$ cat src/rtl/pipeline_controller.sv
// Pipeline hazard and memory-wait controller for a five-stage in-order core.
// Decodes per-stage write enables and bubble inserts from the current state and
// hazard inputs, tracks data-memory waits with a timeout, and keeps cycle/stall
// performance counters.
module pipeline_controller #(
    parameter int MAX_WAIT = 255,
    parameter int CNT_W    = 32
) (
    input  logic             clk,
    input  logic             rst,
    input  logic             load_stall,
    input  logic             ex_redirect,
    input  logic             imem_ready,
    input  logic             mem_req,
    input  logic             mem_ready,
    input  logic             halt_req,
    output logic             pc_we,
    output logic             ifid_we,
    output logic             idex_we,
    output logic             exmem_we,
    output logic             memwb_we,
    output logic             ifid_flush,
    output logic             idex_flush,
    output logic             memwb_flush,
    output logic [1:0]       state,
    output logic             mem_timeout,
    output logic [CNT_W-1:0] cycle_cnt,
    output logic [CNT_W-1:0] stall_cnt
);

    typedef enum logic [1:0] {
        RUN      = 2'b00,
        MEM_WAIT = 2'b01,
        HALTED   = 2'b10
    } state_e;

    localparam logic [7:0]       MAX_WAIT_C = 8'(MAX_WAIT);
    localparam logic [CNT_W-1:0] CNT_ONE    = {{(CNT_W-1){1'b0}}, 1'b1};

    state_e           state_q, state_d;
    logic [7:0]       wcnt_q, wcnt_d;
    logic             mem_timeout_q, mem_timeout_d;
    logic [CNT_W-1:0] cycle_cnt_q, cycle_cnt_d;
    logic [CNT_W-1:0] stall_cnt_q, stall_cnt_d;

    state_e     dec_state;
    logic [7:0] wcnt_inc;
    logic       mem_blocked;

    // While reset is held the enables behave as if the pipeline were running,
    // regardless of what the state register still contains.
    assign dec_state   = rst ? RUN : state_q;
    assign mem_blocked = mem_req && !mem_ready;
    assign wcnt_inc    = wcnt_q + 8'd1;

    // Enable/flush decode: a memory wait freezes everything but drains MEM into
    // WB as a bubble; otherwise redirect beats load-use beats fetch miss.
    always_comb begin
        pc_we       = 1'b0;
        ifid_we     = 1'b0;
        idex_we     = 1'b0;
        exmem_we    = 1'b0;
        memwb_we    = 1'b0;
        ifid_flush  = 1'b0;
        idex_flush  = 1'b0;
        memwb_flush = 1'b0;
        case (dec_state)
            HALTED: begin
            end
            MEM_WAIT: begin
                memwb_we    = 1'b1;
                memwb_flush = 1'b1;
            end
            default: begin
                if (mem_blocked) begin
                    memwb_we    = 1'b1;
                    memwb_flush = 1'b1;
                end else if (ex_redirect) begin
                    pc_we      = 1'b1;
                    ifid_we    = 1'b1;
                    idex_we    = 1'b1;
                    exmem_we   = 1'b1;
                    memwb_we   = 1'b1;
                    ifid_flush = 1'b1;
                    idex_flush = 1'b1;
                end else if (load_stall) begin
                    idex_we    = 1'b1;
                    exmem_we   = 1'b1;
                    memwb_we   = 1'b1;
                    idex_flush = 1'b1;
                end else if (!imem_ready) begin
                    ifid_we    = 1'b1;
                    idex_we    = 1'b1;
                    exmem_we   = 1'b1;
                    memwb_we   = 1'b1;
                    ifid_flush = 1'b1;
                end else begin
                    pc_we    = 1'b1;
                    ifid_we  = 1'b1;
                    idex_we  = 1'b1;
                    exmem_we = 1'b1;
                    memwb_we = 1'b1;
                end
            end
        endcase
    end

    // Next-state, wait-timeout and counter computation; halt_req overrides any
    // other transition, and only reset leaves HALTED.
    always_comb begin
        state_d       = state_q;
        wcnt_d        = wcnt_q;
        mem_timeout_d = mem_timeout_q;
        cycle_cnt_d   = cycle_cnt_q;
        stall_cnt_d   = stall_cnt_q;
        case (state_q)
            RUN: begin
                if (mem_blocked) begin
                    state_d = MEM_WAIT;
                    wcnt_d  = 8'd0;
                end
            end
            MEM_WAIT: begin
                if (mem_ready) begin
                    state_d = RUN;
                end else begin
                    wcnt_d = wcnt_inc;
                    if (wcnt_inc == MAX_WAIT_C) begin
                        mem_timeout_d = 1'b1;
                        state_d       = HALTED;
                    end
                end
            end
            default: begin
            end
        endcase
        if (halt_req) begin
            state_d = HALTED;
        end
        if (state_q != HALTED) begin
            cycle_cnt_d = cycle_cnt_q + CNT_ONE;
            if (!pc_we) begin
                stall_cnt_d = stall_cnt_q + CNT_ONE;
            end
        end
    end

    // State, wait counter, sticky timeout and counters with synchronous reset.
    always_ff @(posedge clk) begin
        if (rst) begin
            state_q       <= RUN;
            wcnt_q        <= 8'd0;
            mem_timeout_q <= 1'b0;
            cycle_cnt_q   <= '0;
            stall_cnt_q   <= '0;
        end else begin
            state_q       <= state_d;
            wcnt_q        <= wcnt_d;
            mem_timeout_q <= mem_timeout_d;
            cycle_cnt_q   <= cycle_cnt_d;
            stall_cnt_q   <= stall_cnt_d;
        end
    end

    assign state       = state_q;
    assign mem_timeout = mem_timeout_q;
    assign cycle_cnt   = cycle_cnt_q;
    assign stall_cnt   = stall_cnt_q;

endmodule

$ cat config.mk
export PLATFORM = sky130hd
export DESIGN_NAME = pipeline_controller
export DESIGN_NICKNAME = d
export VERILOG_FILES = /design/src/rtl/pipeline_controller.sv
export SDC_FILE = /design/constraint.sdc
export NUM_CORES = 1
export LEC_CHECK = 0
export ABC_AREA = 1
export CORE_AREA = 2 2 96 98
export DETAILED_ROUTE_END_ITERATION = 10
export DIE_AREA = 0 0 98 100
export PLACE_DENSITY = 0.82
export SYNTH_ARGS = -nofsm -noshare
export SYNTH_HDL_FRONTEND = slang
export SYNTH_SLANG_ARGS = --single-unit
$ cat constraint.sdc
create_clock -name clk -period 4.7 [get_ports clk]
set_input_delay 0.705 -clock clk [delete_from_list [all_inputs] [get_ports clk]]
set_output_delay 0.705 -clock clk [all_outputs]
set_load 0.03 [all_outputs]
---- After elaboration in Yosys (flattened, before gate mapping) ----
Cells that the tools add are included.
storage, ports and cells
  word-level logic and storage cells ...... 65
  flip-flop bits (word level) ............. 75
  input bits .............................. 8
  output and inout bits ................... 75
operators by class
  bitwise operators ....................... 2
  mux-type cells .......................... 32
  $add $sub $neg .......................... 3
  equal/unequal tests ..................... 10
  reduce and logical (&&, ||, !) cells .... 12
operators by type and width
  kind                                            number
  adder 32 x 1 -> 32 bit (second input constant)  2
  two-way mux 1 bit                               22
  two-way mux 8 bit                               2
  one-hot mux 8 bit (2 select lines)              1
  AND reduction 3 bit                             4
  two-way mux 2 bit                               5
  adder 8 x 1 -> 8 bit (second input constant)    1
  == test 8 bit (second input constant)           1
  != test 2 bit (second input constant)           3
  != test 3 bit (second input constant)           2
  == test 2 x 1 -> 1 bit (second input constant)  2
  != test 4 bit (second input constant)           1
  one-hot mux 2 bit (2 select lines)              1
  OR reduction 2 bit                              2
  nonzero test 3 bit                              1
  == test 2 bit (second input constant)           1
  logical NOT 2 bit                               1
  NOT 1 bit                                       2
  one-hot mux 1 bit (2 select lines)              1
  AND reduction 2 bit                             1
  nonzero test 2 bit                              1
  logical AND 1 bit                               1
  logical NOT 1 bit                               1

---- Logic depth before layout (Yosys ltp) ----
Gate-level depths: netlist (run 1).
  word-level depth ........................ 7
  depth in mapped cells ................... 13
  depth with buffers taken out ............ 11

---- Worst setup path after synthesis (run 1) ----
No wires, ideal clock.
  path kind ............................... input-to-output
  from .................................... input port rst
  to ...................................... output port ifid_flush
  setup slack ............................. 1.514 ns
  stages on the path ...................... 7
  arrival ................................. 2.481 ns
  path buffers ............................ 1
  required time ........................... 3.995 ns
  cells stage by stage .................... clkbuf_1 -> nor2_1 -> inv_1 -> ha_1 -> nand2_2 -> a21oi_4 -> a21boi_0
between the ends
  word-level cells in the longest chain between the ends .. 4
  elaborated cells on any way between the ends .. 5
  those cells by class .................... 2 x eq/ne; 2 x mux; 1 x reduce/logical
RTL lines
  item                                                     line  source
  from (decl)                                              10    input logic rst,
  two-way mux 2 bit (*)                                    52    assign dec_state = rst ? RUN : state_q;
  == test 2 x 1 -> 1 bit or == test 2 bit (tied branches)  67    case (dec_state)
  OR reduction 2 bit (no source line) (*)                  n/a
  two-way mux 1 bit (*)                                    67
  to (decl)                                                22    output logic ifid_flush,
Mark *: on every way between the ends. The rest lies on a longest branch, timed or not.

---- Worst setup path in the final report (run 1) ----
  from .................................... register state_q[0] (netlist: state[0])
  to ...................................... output port ifid_flush
between the ends
  word-level cells in the longest chain between the ends .. 4
  elaborated cells on any way between the ends .. 5
  those cells by class .................... 2 x eq/ne; 2 x mux; 1 x reduce/logical
RTL lines
  item                                                     line  source
  from (decl)                                              40    state_e state_q, state_d;
  from (signal assigned)                                   157   state_q <= state_d;
  two-way mux 2 bit (*)                                    52
  == test 2 x 1 -> 1 bit or == test 2 bit (tied branches)  67
  OR reduction 2 bit (no source line) (*)                  n/a
  two-way mux 1 bit (*)                                    67
Marked as above.

==> results.md, run 1 <==
- Sw Pwr: roughly 0.00036 W
- Starting Density: between 50% and 60%
- CTS max path bufs: 2
- Cells after synthesis: ~790
- Critical path fanouts, max: 4
- Slew @ Worst Pin: around 0.70 ns
- Outcome: complete, no violations
- CTS tree: yes
- Worst Hold Class: reg -> reg
- DRC viols: 0
- GP Congestion: roughly 0.9
- Slew margin rel.: a little over half
- Worst hold stages: 2
- Diodes inserted: 0
- Fin. Hold Viols: 0
- Worst Path Required: approximately 4 ns
- R2r startpoint: state[0]
- First-pass GRT wire length: between 20 and 25 mm
- Num rows: 35
- Int Pwr: around 0.001 W
- H-tree levels: 3
- Final Max Slew Viols: 0
- Post-route minimum period: between 3 and 4 ns
- CP dominant cell by count: inv_1
- Power Dens Cells: 233 nW/um^2
- Crit path buf inv count: 3
- Setup violators final: 0
- Die Y: roughly 100 um
- Post-DP HPWL: slightly above 9 mm
- Worst vdd ir: about 0.00015 V
- R2r worst-path depth: 11
- Total number of vias: roughly 5,100
- Remaining antenna violation count after routing: 0
- Pwr Total: between 0.001 and 0.0015 W
- Post-Syn Area: between 4000 and 5000 um^2
- Pleak: approximately 2 nW
- Initial drt markers: 276
- Commonest non-fill, non-tap cell in the layout: nand2_1
- Max-cap violation count: 0
- Combinational Power Share: between 10 and 15%
- Most frequent cells in the layout: 285 x nand2_1, 131 x nor2_1, 83 x inv_1, 81 x clkdlybuf4s50_1, 75 x dfxtp_1
- Clock sink count: between 70 and 80
- RSZ-0062 raised after global routing: no
- Fin crit share: slightly below 70%
- Number of global-route vias before repair: about 4,800
- Crit path kind: reg -> out
- Syn nets: between 800 and 900
- Clock latency on the worst-skew pair: 0.35 ns
- Total gr overflow: 0
- Setup_tns: 0 ns
- Worst setup SP type: flip-flop
- Top delay family on crit path: buffers and inverters
- Sequential area share after synthesis: a little under a third
- Total CTS buffers: 9
- Crit path cell chain: inv_1 -> nor2_1 -> inv_1 -> ha_1 -> nand2_2 -> a21oi_4 -> a21boi_0 -> clkdlybuf4s50_1
- Hold wc startpoint: mem_timeout
- Clk pwr share: a little over two fifths
- Gr usage total: ~26%
- Vias per std cell: between 5 and 6
- Seq cells post-synth: between 70 and 80
- Input/output buffers: between 80 and 90
- DR pass1 iterations: 5
- CORE AREA: 8890 um^2
- Fraction of layout cells with a size suffix above 1: 8.01%
- Largest net degree at the start of global routing: 54
- Nets: approximately 900
- Register-to-Register Setup Slack: about 2.2 ns
- WL per Instance: roughly 13 um
- Final instance area: ~5800 um^2
- Fmax: between 300 and 400 MHz
- Post-synth cell types: 33
- Fin Clk Skew: 0.0134 ns
- Worst-path clk slew: around 0.080 ns
- Area grow syn2layout: 22.7%
- Number of antenna violations at the first check in global routing: 0
- Area leader, netlist: dfxtp_1
- R2r endpoint: stall_cnt[28]
- Drt total wl: between 10 and 15 mm
- Worst-case hold path end point: mem_timeout
- Max incr delay on CP: approximately 0.70 ns
- Top cell type's share of synthesized area: a little under a third
- Hold buffer count at CTS: 0
- Post-DP Area: around 5600 um^2
- CP arrival: 2.49 ns
- CTS root buffer: clkbuf_8
- Setup crit end kind: output port
- Main area contributors after synthesis: dfxtp_1 32%, nand2_1 23%, nor2_1 10%
- Crit path max-delay cell type: clkdlybuf4s50_1
- Postcts setup bufs: 0
- Switching fraction of total power: 26.6%
- Final Util: 65.6%
- Ys Warns: 0
- Resize count post-CTS: 0
- Layout fillers: ~800
- I/O pin count: 83
- Die X: 98 um
- Sequential share of power: 48.0%
- Avg Synthesized Cell Area: between 6 and 7 um^2
- Die Area: a little under 10,000 um^2
worst max-delay path by stage:
stage / from / endpoint / slack (ns) / cells after the start
floorplan: rst / ifid_flush / 1.51 / 7
global placement: rst / ifid_flush / 1.58 / 8
detailed placement: rst / ifid_flush / 1.51 / 8
CTS: state[0] / ifid_flush / 1.49 / 8
global route: state[0] / ifid_flush / 1.31 / 8
finish: state[0] / ifid_flush / 1.50 / 8
kinds of logic after synthesis:
| group | Yosys count | synth area share [%] |
|---|---|---|
| AO/OA/AOI/OAI | 83 | 10.1 |
| XOR/XNOR | 16 | 2.95 |
| adder cells (fa/ha/maj) | 6 | 1.58 |
| buffers and inverters | 105 | 9.29 |
| flip-flops | 75 | 31.6 |
| AND/OR/NAND/NOR | 507 | 44.5 |
worst reg2reg max path, cell delays in order (launching register included):
cell and delay [ns]:
dfxtp_1 0.41, inv_1 0.10, nor2_1 0.14, inv_1 0.06, ha_1 0.32, nand2_2 0.12, a21oi_4 0.05, o21ai_2 0.14
nand2_4 0.31, inv_2 0.49, nand2_1 0.14, a21oi_2 0.14
sequential cells by signal, indices dropped and copies added, names as in the netlist:
name / flops
state: 2
cycle_cnt: 32
stall_cnt: 32
mem_timeout: 1
wcnt_q: 8
layer usage:
metal	track usage (%)	vias to the layer above	part of all wire [%]
met1	31.7	2356	42
met5	0	-	0
met2	45.7	157	50
met4	8.01	0	1.7
li1	-	2606	-
met3	4.46	16	6.4
synth_stat cells:
cell type	instances
buf_2	4
o21bai_1	3
a21boi_0	1
buf_4	1
nand3_2	1
a21oi_4	1
buf_12	1
nand3b_1	1
inv_2	4
clkbuf_1	9
buf_6	3
a31oi_1	1
xnor2_1	4
o21ai_2	1
a21oi_2	10
nor2_2	10
o21ai_0	18
a21oi_1	48
nand4_2	1
dfxtp_1	75
nor2_4	5
nand4_1	6
nand2_4	1
or2_2	1
ha_1	6
inv_1	83
xor2_1	12
nand3_1	45
nand2_1	285
nor3_2	1
nand2_2	15
nor2_1	131
nor3_1	4
area by class of cell:
type / instances / area, um^2 / area share [%]
clock buffer: 10 / 138 / 2.36
clock inverter: 6 / 88.8 / 1.52
inverter: 87 / 327 / 5.60
multi-input combinational: 612 / 2810 / 48.2
sequential: 75 / 1500 / 25.7
tap: 111 / 139 / 2.38
timing repair buffer: 84 / 831 / 14.2
power groups by stage:
stage	Clock [W]	Combinational (W)	Sequential, W
4_1_cts	0.000578	0.000137	0.000651
3_3_place_gp	0	0.000134	0.000666
6_report	0.000570	0.000136	0.000651
5_1_grt	0.000601	0.000148	0.000652
2_1_floorplan	0	0.0000885	0.000676
3_5_place_dp	0	0.000137	0.000666
stage by stage:
stage	cells	setup slack, ns	hold slack (ns)
finish	985	1.50	0.462
global route	985	1.31	0.502
CTS	985	1.49	0.474
detailed placement	969	1.51	0.455
global placement	969	1.58	0.445
floorplan	792	1.51	0.459
(Power assumes the default switching activity.)
==> run 2: changes to the inputs <==
--- a/config.mk
+++ b/config.mk
@@ -6,10 +6,10 @@
 export NUM_CORES = 1
 export LEC_CHECK = 0
 export ABC_AREA = 1
-export CORE_AREA = 2 2 96 98
+export CORE_AREA = 2 2 103 105
 export DETAILED_ROUTE_END_ITERATION = 10
-export DIE_AREA = 0 0 98 100
-export PLACE_DENSITY = 0.82
+export DIE_AREA = 0 0 105 107
+export PLACE_DENSITY = 0.75
 export SYNTH_ARGS = -nofsm -noshare
 export SYNTH_HDL_FRONTEND = slang
 export SYNTH_SLANG_ARGS = --single-unit
==> constraint.sdc (replaced) <==
create_clock -name clk -period 2.8 [get_ports clk]
set_input_delay 0.42 -clock clk [delete_from_list [all_inputs] [get_ports clk]]
set_output_delay 0.42 -clock clk [all_outputs]
set_load 0.03 [all_outputs]
==> run 2 against run 1 <==
Net effect: clock-buffer cell count unchanged; combinational power rose by 67%; critical path type unchanged; sequential cell count stayed put; clock power increased by 47%; via count decreased by 2.6%; global-route usage down 3.4 points; total power increased by 59%; wire length is 2.0% lower; worst hold slack got worse by 0.0048 ns; core utilization down 7.9 points; sequential share of layout area hardly changed.
==> results.md, run 2 (synthesis gave the netlist of run 1 again) <==
- Outcome: complete, no violations
- Total number of vias: 5,003 (-2.6%)
- Clock latency on the worst-skew pair: 0.36 ns (about the same)
- Combinational Power Share: 10.5% (+0.4 points)
- Fraction of layout cells with a size suffix above 1: 8.12% (+0.11 points)
- Starting Density: 47.1% (-6.4 points)
- Final Non-Filler Cells: 1,010 (+2.5%)
- Crit path from: state[0]
- R2r startpoint: state[0]
- H-tree levels: 3 (unchanged)
- Top delay family on crit path: buffers and inverters
- Switching fraction of total power: 28.1% (+1.5 points)
- Crit path cell chain: inv_1 -> nor2_1 -> inv_1 -> ha_1 -> nand2_2 -> inv_1 -> clkdlybuf4s50_1
- Final Max Slew Viols: 0 (unchanged)
- Critical Path Stages: 7 (-1)
- Critical path fanouts, max: 4 (unchanged)
- Die X: 105 um (+7.1%)
- Crit path max-delay cell type: clkdlybuf4s50_1
- Fmax: about 380 MHz
- Metal2 WL: 5.65 mm (-9.2%)
- WL per Instance: 12.1 um (-4.5%)
- Number of antenna violations at the first check in global routing: 0 (unchanged)
- CP dominant cell by count: inv_1
- Slew margin rel.: 49.9% (-3.3 points)
- Crit path kind: reg -> out
- Initial drt markers: 242 (-12%)
- Fin. Hold Viols: 0 (unchanged)
- CTS tree: yes
- Commonest non-fill, non-tap cell in the layout: nand2_1
- CORE AREA: 10,100 um^2 (+14%)
- Total CTS buffers: 9 (unchanged)
- Setup_tns: 0 ns (unchanged)
- Fin Clk Skew: 0.0107 ns (-0.00267 ns)
- CP arrival: 2.21 ns (-0.28 ns)
- Top Layer Used: met4
- Most frequent cells in the layout: 285 x nand2_1, 131 x nor2_1, 83 x inv_1, 77 x clkdlybuf4s50_1, 75 x dfxtp_1
- Final instance area: 5830 um^2 (about the same)
- Max-cap violation count: 0 (unchanged)
- Worst Hold Class: reg -> reg
- WL met1: 5.74 mm (+8.7%)
- Resize count post-CTS: 0 (unchanged)
- Vias per std cell: 4.95 (-5.0%)
- Post-DP HPWL: 8.96 mm (-3.6%)
- RSZ-0062 raised after global routing: no
- Slew @ Worst Pin: 0.751 ns (+0.0489 ns)
- DRC viols: 0 (unchanged)
- Setup crit end kind: output port
- Pleak: 2.02 nW (+0.47%)
- CTS max path bufs: 2 (unchanged)
- Fin crit share: 93.8%
- Placed insts: 995 (+2.7%)
- R2r worst-path depth: 11 (unchanged)
- Post-route minimum period: about 2.6 ns
- Postcts setup bufs: 0 (unchanged)
- Input/output buffers: 82 (unchanged)
- Gr usage total: 22.2% (-3.4 points)
- Diodes inserted: 0 (unchanged)
- Crit path buf inv count: 4 (+1)
- First-pass GRT wire length: 20.4 mm (-3.2%)
- Die Y: 107 um (+7.0%)
- Register-to-Register Setup Slack: 0.52 ns (-1.71 ns)
- Num rows: 37 (+5.7%)
- R2r endpoint: stall_cnt[26]
- Hold buffer count at CTS: 0 (unchanged)
- Power Dens Cells: 370 nW/um^2 (+59%)
- Remaining antenna violation count after routing: 0 (unchanged)
- Drt total wl: 12.3 mm (-2.0%)
- Clock sink count: 75 (unchanged)
- Sequential share of power: 50.7% (+2.7 points)
- Worst-path clk slew: 0.08 ns (about the same)
- CTS root buffer: clkbuf_8
- I/O pin count: 83 (unchanged)
- Post-DP Area: 5640 um^2 (+0.60%)
- GP Congestion: 0.925 (+0.41%)
- Largest net degree at the start of global routing: 54 (unchanged)
- Max incr delay on CP: 0.67 ns (-0.03 ns)
- Setup violators final: 0 (unchanged)
- Nets: 884 (+0.11%)
- Clk pwr share: 38.8% (-3.2 points)
- Worst setup SP type: flip-flop
- Int Pwr: 0.00155 W (+56%)
- Number of global-route vias before repair: 4,444 (-7.7%)
- Worst Path Required: 2.38 ns (-1.61 ns)
- CP endpoint: idex_we
- Sw Pwr: 0.000607 W (+68%)
- Die Area: 11,200 um^2 (+15%)
- Total gr overflow: 0 (unchanged)
- Worst vdd ir: 0.000252 V (+68%)
- Area grow syn2layout: 22.6% (about the same)
- DR pass1 iterations: 5 (unchanged)
- Wire length on met3: 666 um (-17%)
-- run 2: how the worst min path moves through the flow --
stage	start	end	slack (ns)	cells after the start
floorplan	wcnt_q[7]	wcnt_q[7]	0.46	2
global placement	mem_timeout	mem_timeout	0.44	2
detailed placement	mem_timeout	mem_timeout	0.44	2
CTS	mem_timeout	mem_timeout	0.46	2
global route	mem_timeout	mem_timeout	0.47	2
finish	mem_timeout	mem_timeout	0.46	2
-- run 2: layout make-up --
class,instances,area (um^2)
Sequential cell,75,1500
Timing Repair Buffer,85,838
Tap cell,136,170
Fill cell,1018,4260
Clock inverter,5,55.1
Clock buffer,10,128
Inverter,87,327
Multi-Input combinational cell,612,2810
-- run 2: through the flow --
step	setup WS [ns]	total power [W]	utilization (%)	hold slack [ns]
detailed placement	0.364	0.00135	55.9	0.444
CTS	0.0490	0.00217	57.7	0.459
global route	0.0155	0.00223	57.7	0.473
floorplan	0.110	0.00128	-	0.459
global placement	0.386	0.00135	55.9	0.444
finish	0.173	0.00216	57.7	0.457
-- run 2: worst register-to-register path: cells and delay by family, from the launching register on --
kind | cells | cell delay (ns)
AOI/OAI and AO/OA | 3 | 0.31
adders and majority gates | 1 | 0.31
buffers and inverters | 3 | 0.59
DFF | 1 | 0.39
and+or+nand+nor | 4 | 0.59
-- run 2: power groups by stage --
stage / logic, W / registers [W] / clock network [W]
CTS: 0.000230 / 0.00109 / 0.000843
global placement: 0.000228 / 0.00112 / 0
floorplan: 0.000149 / 0.00113 / 0
finish: 0.000227 / 0.00109 / 0.000837
global route: 0.000247 / 0.00110 / 0.000882
detailed placement: 0.000229 / 0.00112 / 0
-- run 2: metal layers --
metal	global-route usage, %	up-vias
met4	7.24	0
met1	30.0	2235
li1	-	2610
met5	0	-
met2	36.9	140
met3	2.80	18
